[src/rtl/btn_press_counter_if.sv]
// Button/count bundle between the raw pushbutton front end and the display logic.
// master drives the buttons and clear; slave is the counter that owns the outputs.
interface btn_press_counter_if;
  logic       btn_up;
  logic       btn_dn;
  logic       clr;
  logic [7:0] count;
  logic       up_pulse;
  logic       dn_pulse;
  logic       tick;

  modport master (
    output btn_up, btn_dn, clr,
    input  count, up_pulse, dn_pulse, tick
  );

  modport slave (
    input  btn_up, btn_dn, clr,
    output count, up_pulse, dn_pulse, tick
  );
endinterface

[src/rtl/btn_press_counter.sv]
// Two-button debounced up/down press counter.
// Raw buttons are synchronised, sampled on a prescaled tick, debounced and counted.
module btn_press_counter #(
  parameter int unsigned TICK_DIV       = 100000,
  parameter int unsigned STABLE_SAMPLES = 4
) (
  input  logic               clk,
  input  logic               rst,
  btn_press_counter_if.slave bus
);

  localparam int unsigned DIV_W  = (TICK_DIV > 1) ? $clog2(TICK_DIV) : 1;
  localparam int unsigned STB_W  = 4;
  localparam int unsigned CNT_W  = 8;
  localparam int unsigned N_BTN  = 2;

  localparam logic [DIV_W-1:0] DIV_LAST = DIV_W'(TICK_DIV - 1);
  localparam logic [DIV_W-1:0] DIV_PRE  = DIV_W'(TICK_DIV - 2);
  localparam logic [STB_W-1:0] STB_MAX  = STB_W'(STABLE_SAMPLES);
  localparam bit               SINGLE   = (STABLE_SAMPLES == 1);

  typedef enum logic [1:0] {
    S_RELEASED   = 2'd0,
    S_PRESS_PEND = 2'd1,
    S_PRESSED    = 2'd2,
    S_REL_PEND   = 2'd3
  } state_t;

  // Index 0 is the up button, index 1 the down button.
  logic [N_BTN-1:0] r_meta;
  logic [N_BTN-1:0] r_sync;
  logic [DIV_W-1:0] r_div_cnt;
  logic [DIV_W-1:0] w_div_nxt;
  logic             r_tick;
  logic             w_tick_nxt;

  state_t           r_state      [N_BTN];
  state_t           w_state_nxt  [N_BTN];
  logic [STB_W-1:0] r_stable     [N_BTN];
  logic [STB_W-1:0] w_stable_nxt [N_BTN];
  logic [N_BTN-1:0] w_fire;
  logic [N_BTN-1:0] r_pulse;

  logic [CNT_W-1:0] r_count;
  logic [CNT_W-1:0] w_count_nxt;

  // Two-flop synchroniser for the asynchronous button inputs.
  always_ff @(posedge clk or posedge rst) begin
    if (rst) begin
      r_meta <= '0;
      r_sync <= '0;
    end else begin
      r_meta <= {bus.btn_dn, bus.btn_up};
      r_sync <= r_meta;
    end
  end

  // Free-running prescaler; tick is registered so it lines up with div_cnt == TICK_DIV-1.
  always_comb begin
    w_div_nxt  = r_div_cnt + DIV_W'(1);
    w_tick_nxt = 1'b0;
    if (r_div_cnt == DIV_LAST) begin
      w_div_nxt = '0;
    end
    if (r_div_cnt == DIV_PRE) begin
      w_tick_nxt = 1'b1;
    end
  end

  always_ff @(posedge clk or posedge rst) begin
    if (rst) begin
      r_div_cnt <= '0;
      r_tick    <= 1'b0;
    end else begin
      r_div_cnt <= w_div_nxt;
      r_tick    <= w_tick_nxt;
    end
  end

  // Debounce state registers for both buttons.
  always_ff @(posedge clk or posedge rst) begin
    if (rst) begin
      for (int b = 0; b < N_BTN; b++) begin
        r_state[b]  <= S_RELEASED;
        r_stable[b] <= '0;
      end
    end else begin
      for (int b = 0; b < N_BTN; b++) begin
        r_state[b]  <= w_state_nxt[b];
        r_stable[b] <= w_stable_nxt[b];
      end
    end
  end

  // Debounce next-state: a level change needs STABLE_SAMPLES agreeing ticks.
  always_comb begin
    w_fire = '0;
    for (int b = 0; b < N_BTN; b++) begin
      w_state_nxt[b]  = r_state[b];
      w_stable_nxt[b] = r_stable[b];
      if (r_tick) begin
        case (r_state[b])
          S_RELEASED: begin
            if (r_sync[b]) begin
              if (SINGLE) begin
                w_state_nxt[b]  = S_PRESSED;
                w_stable_nxt[b] = '0;
                w_fire[b]       = 1'b1;
              end else begin
                w_state_nxt[b]  = S_PRESS_PEND;
                w_stable_nxt[b] = STB_W'(1);
              end
            end
          end
          S_PRESS_PEND: begin
            if (r_sync[b]) begin
              if ((r_stable[b] + STB_W'(1)) == STB_MAX) begin
                w_state_nxt[b]  = S_PRESSED;
                w_stable_nxt[b] = '0;
                w_fire[b]       = 1'b1;
              end else begin
                w_stable_nxt[b] = r_stable[b] + STB_W'(1);
              end
            end else begin
              w_state_nxt[b]  = S_RELEASED;
              w_stable_nxt[b] = '0;
            end
          end
          S_PRESSED: begin
            if (!r_sync[b]) begin
              if (SINGLE) begin
                w_state_nxt[b]  = S_RELEASED;
                w_stable_nxt[b] = '0;
              end else begin
                w_state_nxt[b]  = S_REL_PEND;
                w_stable_nxt[b] = STB_W'(1);
              end
            end
          end
          S_REL_PEND: begin
            if (!r_sync[b]) begin
              if ((r_stable[b] + STB_W'(1)) == STB_MAX) begin
                w_state_nxt[b]  = S_RELEASED;
                w_stable_nxt[b] = '0;
              end else begin
                w_stable_nxt[b] = r_stable[b] + STB_W'(1);
              end
            end else begin
              w_state_nxt[b]  = S_PRESSED;
              w_stable_nxt[b] = '0;
            end
          end
          default: begin
            w_state_nxt[b]  = S_RELEASED;
            w_stable_nxt[b] = '0;
          end
        endcase
      end
    end
  end

  // Clear wins; simultaneous up and down presses cancel.
  always_comb begin
    w_count_nxt = r_count;
    if (bus.clr) begin
      w_count_nxt = '0;
    end else if (w_fire == 2'b01) begin
      w_count_nxt = r_count + CNT_W'(1);
    end else if (w_fire == 2'b10) begin
      w_count_nxt = r_count - CNT_W'(1);
    end
  end

  always_ff @(posedge clk or posedge rst) begin
    if (rst) begin
      r_count <= '0;
      r_pulse <= '0;
    end else begin
      r_count <= w_count_nxt;
      r_pulse <= w_fire;
    end
  end

  assign bus.count    = r_count;
  assign bus.up_pulse = r_pulse[0];
  assign bus.dn_pulse = r_pulse[1];
  assign bus.tick     = r_tick;

endmodule

[src/flat_wrapper.sv]
// flat-port wrapper written by rule: the top's interface ports become plain ports
module btn_press_counter_flat 
#(
  parameter int unsigned TICK_DIV       = 100000,
  parameter int unsigned STABLE_SAMPLES = 4
)
  (clk, rst, bus_btn_up, bus_btn_dn, bus_clr, bus_count, bus_up_pulse, bus_dn_pulse, bus_tick);
  btn_press_counter_if bus_i ();
  input  logic clk;
  input  logic rst;
  input wire logic [$bits(bus_i.btn_up)-1:0] bus_btn_up;
  input wire logic [$bits(bus_i.btn_dn)-1:0] bus_btn_dn;
  input wire logic [$bits(bus_i.clr)-1:0] bus_clr;
  output wire logic [$bits(bus_i.count)-1:0] bus_count;
  output wire logic [$bits(bus_i.up_pulse)-1:0] bus_up_pulse;
  output wire logic [$bits(bus_i.dn_pulse)-1:0] bus_dn_pulse;
  output wire logic [$bits(bus_i.tick)-1:0] bus_tick;
  assign bus_i.btn_up = bus_btn_up;
  assign bus_i.btn_dn = bus_btn_dn;
  assign bus_i.clr = bus_clr;
  assign bus_count = bus_i.count;
  assign bus_up_pulse = bus_i.up_pulse;
  assign bus_dn_pulse = bus_i.dn_pulse;
  assign bus_tick = bus_i.tick;
  btn_press_counter #(.TICK_DIV(TICK_DIV), .STABLE_SAMPLES(STABLE_SAMPLES)) u_core (.clk(clk), .rst(rst), .bus(bus_i));
endmodule
[config.mk]
export PLATFORM = sky130hd
export DESIGN_NAME = btn_press_counter_flat
export DESIGN_NICKNAME = d
export VERILOG_FILES = /design/src/rtl/btn_press_counter_if.sv /design/src/rtl/btn_press_counter.sv /design/src/flat_wrapper.sv
export SDC_FILE = /design/constraint.sdc
export NUM_CORES = 1
export LEC_CHECK = 0
export ABC_AREA = 1
export BUFFER_PORTS_ARGS = -buffer_cell sky130_fd_sc_hd__buf_2
export CELL_PAD_IN_SITES_DETAIL_PLACEMENT = 0
export CELL_PAD_IN_SITES_GLOBAL_PLACEMENT = 1
export CORE_MARGIN = 5
export CORE_UTILIZATION = 47
export CTS_CLUSTER_DIAMETER = 50
export CTS_CLUSTER_SIZE = 40
export DETAILED_ROUTE_END_ITERATION = 8
export GPL_TIMING_DRIVEN = 0
export PLACE_DENSITY = 0.89
export SKIP_CTS_REPAIR_TIMING = 1
export SLEW_MARGIN = 20
export SYNTH_ARGS = -nofsm -noshare
export SYNTH_HDL_FRONTEND = slang
export SYNTH_SLANG_ARGS = --single-unit
export TNS_END_PERCENT = 5
[constraint.sdc]
create_clock -name clk -period 2.7 [get_ports clk]
set_input_delay 0.405 -clock clk [delete_from_list [all_inputs] [get_ports clk]]
set_output_delay 0.405 -clock clk [all_outputs]
set_load 0.02 [all_outputs]
==> results of run 1 <==
==> power groups by stage <==
stage / combinational (uW) / sequential (uW) / clock, uW
after floorplan: 274 / 756 / 0
after global placement: 381 / 725 / 0
after detailed placement: 387 / 726 / 0
after CTS: 389 / 714 / 436
after global routing: 468 / 731 / 467
final: 419 / 724 / 420
==> worst register-to-register path: stages (launching register included) <==
cell	delay, ps
dfrtp_1	450
ha_1	240
nand2_1	120
nand2_4	80
nor2_8	100
nand3b_4	100
nand2_4	110
buf_6	200
inv_1	70
fa_1	390
inv_1	110
nand4_1	110
nand3_1	110
xnor2_1	140
o21ai_2	80
==> cell families after synthesis <==
group	synth area share, %
flops	41.2
fa+ha+maj	6.37
compound gates	7.96
simple gates	31.2
xor+xnor	5.25
buf+inv	8.01
==> cells in the mapped netlist <==
| library cell | instances |
|---|---|
| o2bb2ai_1 | 1 |
| clkinv_1 | 1 |
| nand3_1 | 17 |
| nor2_8 | 3 |
| o21bai_1 | 2 |
| inv_2 | 4 |
| o32ai_1 | 1 |
| inv_1 | 47 |
| nor4_1 | 4 |
| nand2_2 | 6 |
| dfrtp_1 | 44 |
| o21ai_0 | 9 |
| nor2_4 | 1 |
| nand4_1 | 18 |
| nand3_4 | 1 |
| nand3b_1 | 2 |
| a21oi_2 | 1 |
| xor2_1 | 13 |
| fa_1 | 1 |
| o22ai_1 | 2 |
| a21oi_1 | 6 |
| ha_1 | 12 |
| a31oi_1 | 1 |
| nor3_1 | 6 |
| nor2_2 | 2 |
| xnor2_1 | 3 |
| a32o_1 | 1 |
| nand3_2 | 4 |
| nand2_1 | 45 |
| nor2_1 | 21 |
| clkbuf_1 | 2 |
| nand2_4 | 6 |
| buf_6 | 1 |
| nand3b_4 | 2 |
| or2_2 | 2 |
| o21ai_2 | 6 |
| or2_1 | 1 |
| nor4_2 | 1 |
| o21a_1 | 2 |
==> state kept, by name (all words and copies together) (netlist names), named ones only <==
name / cells
u_core.bus.tick: 1
u_core.r_meta: 2
u_core.r_div_cnt: 17
u_core.r_stable: 8
u_core.r_sync: 2
u_core.r_state: 2
u_core.r_pulse: 2
u_core.bus.count: 8
==> metal layers <==
| metal | part of all wire [%] | up-vias |
|---|---|---|
| met5 | 0 | - |
| met1 | 47 | 991 |
| li1 | - | 1051 |
| met4 | 0.62 | 0 |
| met2 | 49 | 32 |
| met3 | 3.0 | 5 |
==> layout make-up <==
| cell class | count | area [um^2] |
|---|---|---|
| buffer | 3 | 18.8 |
| clock buffer | 8 | 90.1 |
| fill | 520 | 2470 |
| inverter | 52 | 195 |
| multi-input combinational | 203 | 1410 |
| sequential | 44 | 1100 |
| tap | 72 | 90.1 |
| timing repair buffer | 20 | 125 |
==> metrics by stage <==
step | area [um^2] | power [uW] | worst slack [ps] | instances | utilization (%)
after CTS | 2950 | 1540 | 42.0 | 398 | 53.5
final | 3040 | 1560 | 187 | 402 | 55.1
after floorplan | 2670 | 1030 | 323 | 302 | -
after global routing | 3040 | 1670 | 25.7 | 402 | 55.1
after detailed placement | 2860 | 1110 | 56.2 | 390 | 51.9
after global placement | 2840 | 1110 | 94.7 | 389 | 51.5
==> path summary, 6_finish.rpt <==
path | endpoint | startpoint
worst min-delay path | u_core.r_meta[1] | rst
min in group clk | u_core.r_meta[1] | bus_btn_dn
worst min register to register | u_core.r_sync[0] | u_core.r_meta[0]
worst max-delay path | u_core.bus.count[6] | u_core.r_stable[0]
worst max register to register | u_core.bus.count[6] | u_core.r_stable[0]
max in group asynchronous | u_core.r_stable[4] | rst
==> results.json, run 1 <==
{
  "crit_path_top_delay_cell": "dfrtp_1",
  "ant_nets": 0,
  "cp_data_required_time_ps": 2880,
  "pwr-share-clk_pct": 26.9,
  "syn_inst": 302,
  "dp_hpwl_um": 3830,
  "r2r_slack_ps": 190,
  "cp-end-kind": "flip-flop",
  "hold_path.class": "in -> async",
  "drt-initial-drc-count": 94,
  "overflow": 0,
  "path_class": "reg -> reg",
  "maxSlewHeadroom_pct": 71.2,
  "cp.arrival_ps": 2700,
  "period_needed_ps": 2510,
  "initial_core_util_pct": 48.5,
  "coreArea_um2": 5510,
  "pwr-share-comb_pct": 26.8,
  "status": "complete, no violations",
  "clkLatencyLatePin_ps": 290,
  "met2_usage_pct": 24.6,
  "die_w_um": 85.4,
  "critPathMaxFanout": 15,
  "vias_per_cell": 5.17,
  "final_cell_mix": "inv_1 (46), nand2_1 (44), dfrtp_1 (43)",
  "busiest_layer": "met2",
  "clk_pin_slew_worst_paths_ps": 80,
  "period_share_pct": 93.1,
  "rsz0062_at_grt": "false",
  "grtUsageMet1_pct": 19.4,
  "seqPwrFrac_pct": 46.3,
  "nets": 347,
  "synth_top_area_share_pct": 41.2,
  "yosysUniqueCellTypes": 39,
  "die-area_um2": 7290,
  "cts_buffers": 5,
  "gp_congestion": 0.826,
  "intPower_uw": 1090,
  "grtUsageTotal_pct": 14.8,
  "ioPinCount": 16,
  "skew_ps": 3.86,
  "ys_seq_elements": 44,
  "fmax_mhz": 398,
  "grt_pass1_vias": 1997,
  "yosys.area.top_type": "dfrtp_1",
  "vias": 2079,
  "insertedDiodeCount": 0,
  "hold_ws_ps": 47.7,
  "global_route.usage.met3_pct": 3.20,
  "avgRoutedWirePerCell_um": 12.4,
  "cpPeakStageDelay_ps": 450,
  "cts_max_path_buffers": 2,
  "netlist_top_cells_area": "dfrtp_1 (41%), inv_1 (6.6%), nand2_1 (6.3%), ha_1 (5.6%), xor2_1 (4.3%)",
  "finalHoldViolations": 0,
  "grt_pass1_wl_um": 8890,
  "drc_errors": 0,
  "drv_slew": 0,
  "die_h_um": 85.4,
  "std_cell_rows": 27,
  "cts.root.buffer_cell": "clkbuf_8",
  "clock_sinks": 44,
  "avgSynthCellArea_um2": 8.85,
  "rr_worst_depth": 14,
  "crit_path_start_kind": "flip-flop",
  "cp.buffers_inverters": 3,
  "cp.depth": 14,
  "synth_area_um2": 2670,
  "ir_worst_vdd_v": 0.000327,
  "grt_max_degree": 33,
  "dr.pass1.iters": 4,
  "cts-htree-levels": 2,
  "setup_viol": 0,
  "final_common_cell": "inv_1",
  "syn_to_final_growth_pct": 13.6,
  "swShare_pct": 30.5,
  "tritoncts": "built",
  "crit_path_cell_trace": "ha_1 -> nand2_1 -> nand2_4 -> nor2_8 -> nand3b_4 -> nand2_4 -> buf_6 -> inv_1 -> fa_1 -> inv_1 -> nand4_1 -> nand3_1 -> xnor2_1 -> o21ai_2",
  "max_cap_viol_count": 0,
  "yosys_warnings": 0,
  "tightest_slew_ps": 428,
  "setup_tns_ps": 0,
  "switchingPower_uw": 477,
  "p_leak_uw": 0.00154,
  "antenna_found_initial": 0,
  "ys_seq_area_share_pct": 41.2,
  "wirelength_um": 5000,
  "power.density_nw_per_um2": 515,
  "drive_gt1_share_pct": 22.4,
  "synth_fp_nets": 320,
  "io_buffers": 15,
  "cpLargestDelayFamily": "simple AND/OR/NAND/NOR gates"
}
Power figures use the tool's default switching activity.
==> run 2, diff against run 1 <==
--- a/config.mk
+++ b/config.mk
@@ -12,3 +12,3 @@
 export CORE_MARGIN = 5
-export CORE_UTILIZATION = 47
+export CORE_UTILIZATION = 50
 export CTS_CLUSTER_DIAMETER = 50
@@ -17,3 +17,4 @@
 export GPL_TIMING_DRIVEN = 0
-export PLACE_DENSITY = 0.89
+export HOLD_SLACK_MARGIN = 0.02
+export PLACE_DENSITY = 0.93
 export SKIP_CTS_REPAIR_TIMING = 1
==> constraint.sdc (replaced) <==
create_clock -name clk -period 3.2 [get_ports clk]
set_input_delay 0.16 -clock clk [delete_from_list [all_inputs] [get_ports clk]]
set_output_delay 0.16 -clock clk [all_outputs]
set_load 0.02 [all_outputs]
==> run 2 against run 1 <==
Effect of this change: flip-flop and latch count unchanged; critical path depth rose by 2; clock skew grew 8.1 ps; utilization up 3.4 points; critical path type unchanged; hold slack better by 100 ps; clock power is 11% higher; largest power group unchanged; die area is 5.3% lower; sequential power fell by 17%; combinational power is 21% lower; via count shrank 1.5%; setup slack better by 410 ps.
==> results.json, run 2 (synthesis gave the netlist of run 1 again) <==
{
  "status": "complete, no violations",
  "period_needed_ps": 2600,
  "path_class": "reg -> reg",
  "dp_hpwl_um": 3730,
  "finalHoldViolations": 0,
  "std_cell_rows": 26,
  "drc_errors": 0,
  "clkLatencyLatePin_ps": 300,
  "switchingPower_uw": 406,
  "period_share_pct": 81.3,
  "final_cell_mix": "inv_1 (46), nand2_1 (45), dfrtp_1 (44)",
  "critPathMaxFanout": 15,
  "ioPinCount": 16,
  "syn_to_final_growth_pct": 12.7,
  "nets": 346,
  "skew_ps": 12.0,
  "clock_sinks": 44,
  "initial_core_util_pct": 52.0,
  "power.density_nw_per_um2": 465,
  "top_register": "u_core.r_div_cnt",
  "vias": 2047,
  "rr_worst_depth": 16,
  "setup_viol": 0,
  "cts_max_path_buffers": 2,
  "worstReg2RegStart": "u_core.r_stable[4]",
  "min_from": "bus_clr",
  "pwr-share-clk_pct": 33.3,
  "seqPwrFrac_pct": 43.0,
  "r2r_slack_ps": 600,
  "cts.root.buffer_cell": "clkbuf_8",
  "multi_input_area_um2": 1360,
  "ant_nets": 0,
  "clk_pin_slew_worst_paths_ps": 80,
  "die-area_um2": 6900,
  "drt-initial-drc-count": 79,
  "cts_buffers": 5,
  "grt_pass1_vias": 1975,
  "hold_path.class": "in -> reg",
  "grt_max_degree": 36,
  "power.total_uw": 1400,
  "place_ws_ps": 624,
  "p_leak_uw": 0.00154,
  "fillerInstances": 500,
  "regArea_um2": 1100,
  "antenna_found_initial": 0,
  "vias_per_cell": 5.13,
  "drv_slew": 0,
  "drive_gt1_share_pct": 19.8,
  "wirelength_um": 4910,
  "setup_ws_ps": 598,
  "rsz0062_at_grt": "false",
  "whs_endpoint": "u_core.bus.count[7]",
  "insertedDiodeCount": 0,
  "grt_pass1_wl_um": 8890,
  "tritoncts": "built",
  "swShare_pct": 29.0,
  "crit_path_start_kind": "flip-flop",
  "largest_reg_flops": 17,
  "avgRoutedWirePerCell_um": 12.3,
  "rr_endpoint": "u_core.bus.count[7]",
  "intPower_uw": 993,
  "setup_tns_ps": 0,
  "min_delay_path_depth": 4,
  "maxSlewHeadroom_pct": 71.2,
  "ir_worst_vdd_v": 0.000334,
  "tightest_slew_ps": 428,
  "coreArea_um2": 5140,
  "gp_congestion": 0.859,
  "fmax_mhz": 384,
  "overflow": 0,
  "grtUsageTotal_pct": 15.2,
  "die_h_um": 83.1,
  "utilization_pct": 58.6,
  "max_cap_viol_count": 0,
  "die_w_um": 83.1,
  "cp_data_required_time_ps": 3430,
  "dr.pass1.iters": 4,
  "io_buffers": 15,
  "final_common_cell": "inv_1",
  "cts-htree-levels": 2,
  "cp-end-kind": "flip-flop",
  "pwr-share-comb_pct": 23.7,
  "cp.arrival_ps": 2830
}
-- run 2: cell types whose count changed in the layout (fill, tap and decap cells not counted), moves of 2 or more --
cell	change
buf_4	-4
ha_1	+4
ha_4	-4
dlygate4sd3_1	+3
clkbuf_1	-2
-- run 2: how the worst max path moves through the flow --
stage,to,startpoint,slack [ps]
detailed placement,u_core.bus.count[7],u_core.r_stable[4],620
CTS,u_core.bus.count[7],u_core.r_stable[4],600
finish,u_core.bus.count[7],u_core.r_stable[4],600
global route,u_core.bus.count[7],u_core.r_stable[4],420
floorplan,u_core.bus.count[7],u_core.r_stable[4],820
global placement,u_core.bus.count[7],u_core.r_stable[4],640
-- run 2: worst max-delay path, stage by stage, from the launching register on --
cell     delay, ps
dfrtp_1        440
ha_1           230
nand2_1        110
nand2_4         80
nor2_8         110
nand2_4         90
nor2_8         120
nand2_4         80
buf_6          160
ha_1           350
a21oi_1        110
or2_2          280
nand3_1        120
inv_1           60
nand3_1         90
nand3_2         70
nand2_1         50
-- run 2: metal layers --
| metal | up-vias | GRT usage [%] | share of wire [%] |
|---|---|---|---|
| li1 | 1045 | - | - |
| met1 | 973 | 20.7 | 48 |
| met2 | 27 | 24.3 | 47 |
| met3 | 2 | 3.37 | 3.7 |
| met4 | 0 | 4.01 | 0.53 |
| met5 | - | 0 | 0 |
-- run 2: power by group through the flow --
stage | sequential (uW) | clock (uW) | combinational (uW)
2_1_floorplan | 638 | 0 | 231
3_3_place_gp | 612 | 0 | 322
3_5_place_dp | 613 | 0 | 329
4_1_cts | 602 | 478 | 332
5_1_grt | 605 | 499 | 379
6_report | 601 | 465 | 332
-- run 2: cell type report --
| type | count | share of cell area (%) |
|---|---|---|
| clock inverters | 1 | 0.998 |
| plain buffers | 3 | 0.623 |
| multi-input cells | 203 | 45.1 |
| clock buffers | 7 | 3.20 |
| flip-flops and latches | 44 | 36.6 |
| repair buffers | 19 | 4.16 |
| well taps | 70 | 2.91 |
| inverters | 52 | 6.48 |
-- run 2: metrics by stage --
step / hold slack, ps / std cells / cell area (um^2)
after global routing: 161 / 399 / 3010
after CTS: -225 / 396 / 2980
after floorplan: 191 / 302 / 2670
after detailed placement: 99.7 / 388 / 2850
final: 149 / 399 / 3010
after global placement: 270 / 387 / 2830
==> run 3, diff against run 2 <==
Settings changed: CORE_UTILIZATION 50 to 42, PLACE_DENSITY 0.93 to 0.84.
Clock period 3.2 ns to 2.15 ns, I/O delays scaled along.
==> run 3 against run 2 <==
Effect of this change: the run now ends with negative setup slack left; sequential power is 52% higher; routed wire length grew 9.5%; clock power grew 51%; hold slack lost 52 ps; via count is 3.6% higher.
==> results.json, run 3 (synthesis gave the netlist of run 1 again) <==
{
  "nets": 361,
  "cp-end-kind": "flip-flop",
  "die_h_um": 89.8,
  "regArea_um2": 1100,
  "final_cell_mix": "dfrtp_1 (42), inv_1 (41), nand2_1 (39)",
  "antenna_found_initial": 0,
  "cts.root.buffer_cell": "clkbuf_8",
  "tritoncts": "built",
  "maxSlewHeadroom_pct": 71.6,
  "final_cell_area_um2": 3340,
  "crit_path_start_kind": "flip-flop",
  "die-area_um2": 8060,
  "setup_viol": 5,
  "ioPinCount": 16,
  "overflow": 0,
  "tightest_slew_ps": 426,
  "ir_worst_vdd_v": 0.000423,
  "min_delay_path_depth": 4,
  "grt_max_degree": 28,
  "setup_tns_ps": -597,
  "rr_endpoint": "u_core.bus.count[5]",
  "clk_pin_slew_worst_paths_ps": 90,
  "violations": "negative setup slack",
  "top_register": "u_core.r_div_cnt",
  "hold_path.class": "in -> reg",
  "insertedDiodeCount": 0,
  "syn_to_final_growth_pct": 25.0,
  "skew_ps": 4.73,
  "period_needed_ps": 2300,
  "min_from": "bus_clr",
  "wirelength_um": 5380,
  "cp_data_required_time_ps": 2350,
  "cts_buffers": 5,
  "drt-initial-drc-count": 98,
  "grt_pass1_wl_um": 9290,
  "multi_input_area_um2": 1530,
  "initial_core_util_pct": 42.6,
  "fmax_mhz": 436,
  "clkLatencyLatePin_ps": 300,
  "critPathMaxFanout": 8,
  "grt_pass1_vias": 2099,
  "dr.pass1.iters": 4,
  "drive_gt1_share_pct": 31.7,
  "setup_ws_ps": -145,
  "r2r_slack_ps": -150,
  "clock_sinks": 44,
  "avgRoutedWirePerCell_um": 12.8,
  "period_share_pct": 107,
  "die_w_um": 89.8,
  "max_cap_viol_count": 0,
  "final_common_cell": "dfrtp_1",
  "rr_worst_depth": 14,
  "drv_slew": 0,
  "p_leak_uw": 0.00166,
  "largest_reg_flops": 17,
  "drc_errors": 0,
  "std_cell_rows": 29,
  "finalHoldViolations": 0,
  "rsz0062_at_grt": "true",
  "cts-htree-levels": 2,
  "worstReg2RegStart": "u_core.r_stable[4]",
  "cp.arrival_ps": 2490,
  "io_buffers": 15,
  "power.total_uw": 2290,
  "hold_ws_ps": 96.5,
  "ant_nets": 0,
  "path_class": "reg -> reg",
  "whs_endpoint": "u_core.bus.count[7]",
  "status": "finished with violations",
  "gp_congestion": 0.867,
  "vias_per_cell": 5.04,
  "dp_hpwl_um": 3840,
  "fillerInstances": 589,
  "dpl_cell_area_um2": 2970,
  "power.density_nw_per_um2": 685,
  "grtUsageTotal_pct": 13.7,
  "vias": 2120,
  "cts_max_path_buffers": 2,
  "coreArea_um2": 6280
}
run 3: metal layers:
layer	part of all wire [%]	track usage [%]	up-vias	wire [um]
li1	-	-	1076	-
met1	46	17.2	1008	2470
met2	50	22.3	27	2670
met3	2.6	3.84	9	142
met4	1.7	4.79	0	92
met5	0	0	-	0
run 3: per-stage QoR:
step | utilization (%) | instances | setup WS, ps
after global routing | 53.2 | 421 | -269
after CTS | 49.4 | 403 | -344
after floorplan | - | 302 | -96.7
final | 53.2 | 421 | -145
after global placement | 47.0 | 394 | -289
after detailed placement | 47.4 | 395 | -327
run 3: worst max-delay path by stage:
stage	to	cells after the start	startpoint	slack (ps)
finish	u_core.bus.count[5]	14	u_core.r_stable[4]	-150
global route	u_core.bus.count[4]	15	u_core.r_stable[4]	-270
CTS	u_core.bus.count[7]	18	u_core.r_stable[4]	-340
detailed placement	u_core.bus.count[7]	18	u_core.r_stable[4]	-330
global placement	u_core.bus.count[7]	18	u_core.r_stable[4]	-290
floorplan	u_core.bus.count[7]	17	u_core.r_stable[4]	-100
run 3: worst max-delay path, cell delays in order, from the launching register on:
cell     delay, ps
dfrtp_2        460
ha_4           190
nand2_4         70
nand2_4         70
nor2_8         100
nand2_4         70
nor2_8         120
nand2_8         80
buf_12         160
ha_4           260
buf_4          140
nand4_1         80
nand3_1         90
xnor2_1        220
o21ai_2         80
run 3: area by class of cell:
type                            instances  share of cell area, %
Multi-Input combinational cell        203                   45.8
Timing Repair Buffer                   34                   7.76
Tap cell                               77                   2.89
Clock buffer                            7                   2.89
Clock inverter                          1                  0.900
Sequential cell                        44                   33.1
Inverter                               52                   5.85
Buffer                                  3                  0.825
run 3: where the power goes:
group / internal (uW) / switching, uW
clock: 410 / 291
combinational: 325 / 350
sequential: 864 / 48.3
total: 1600 / 689
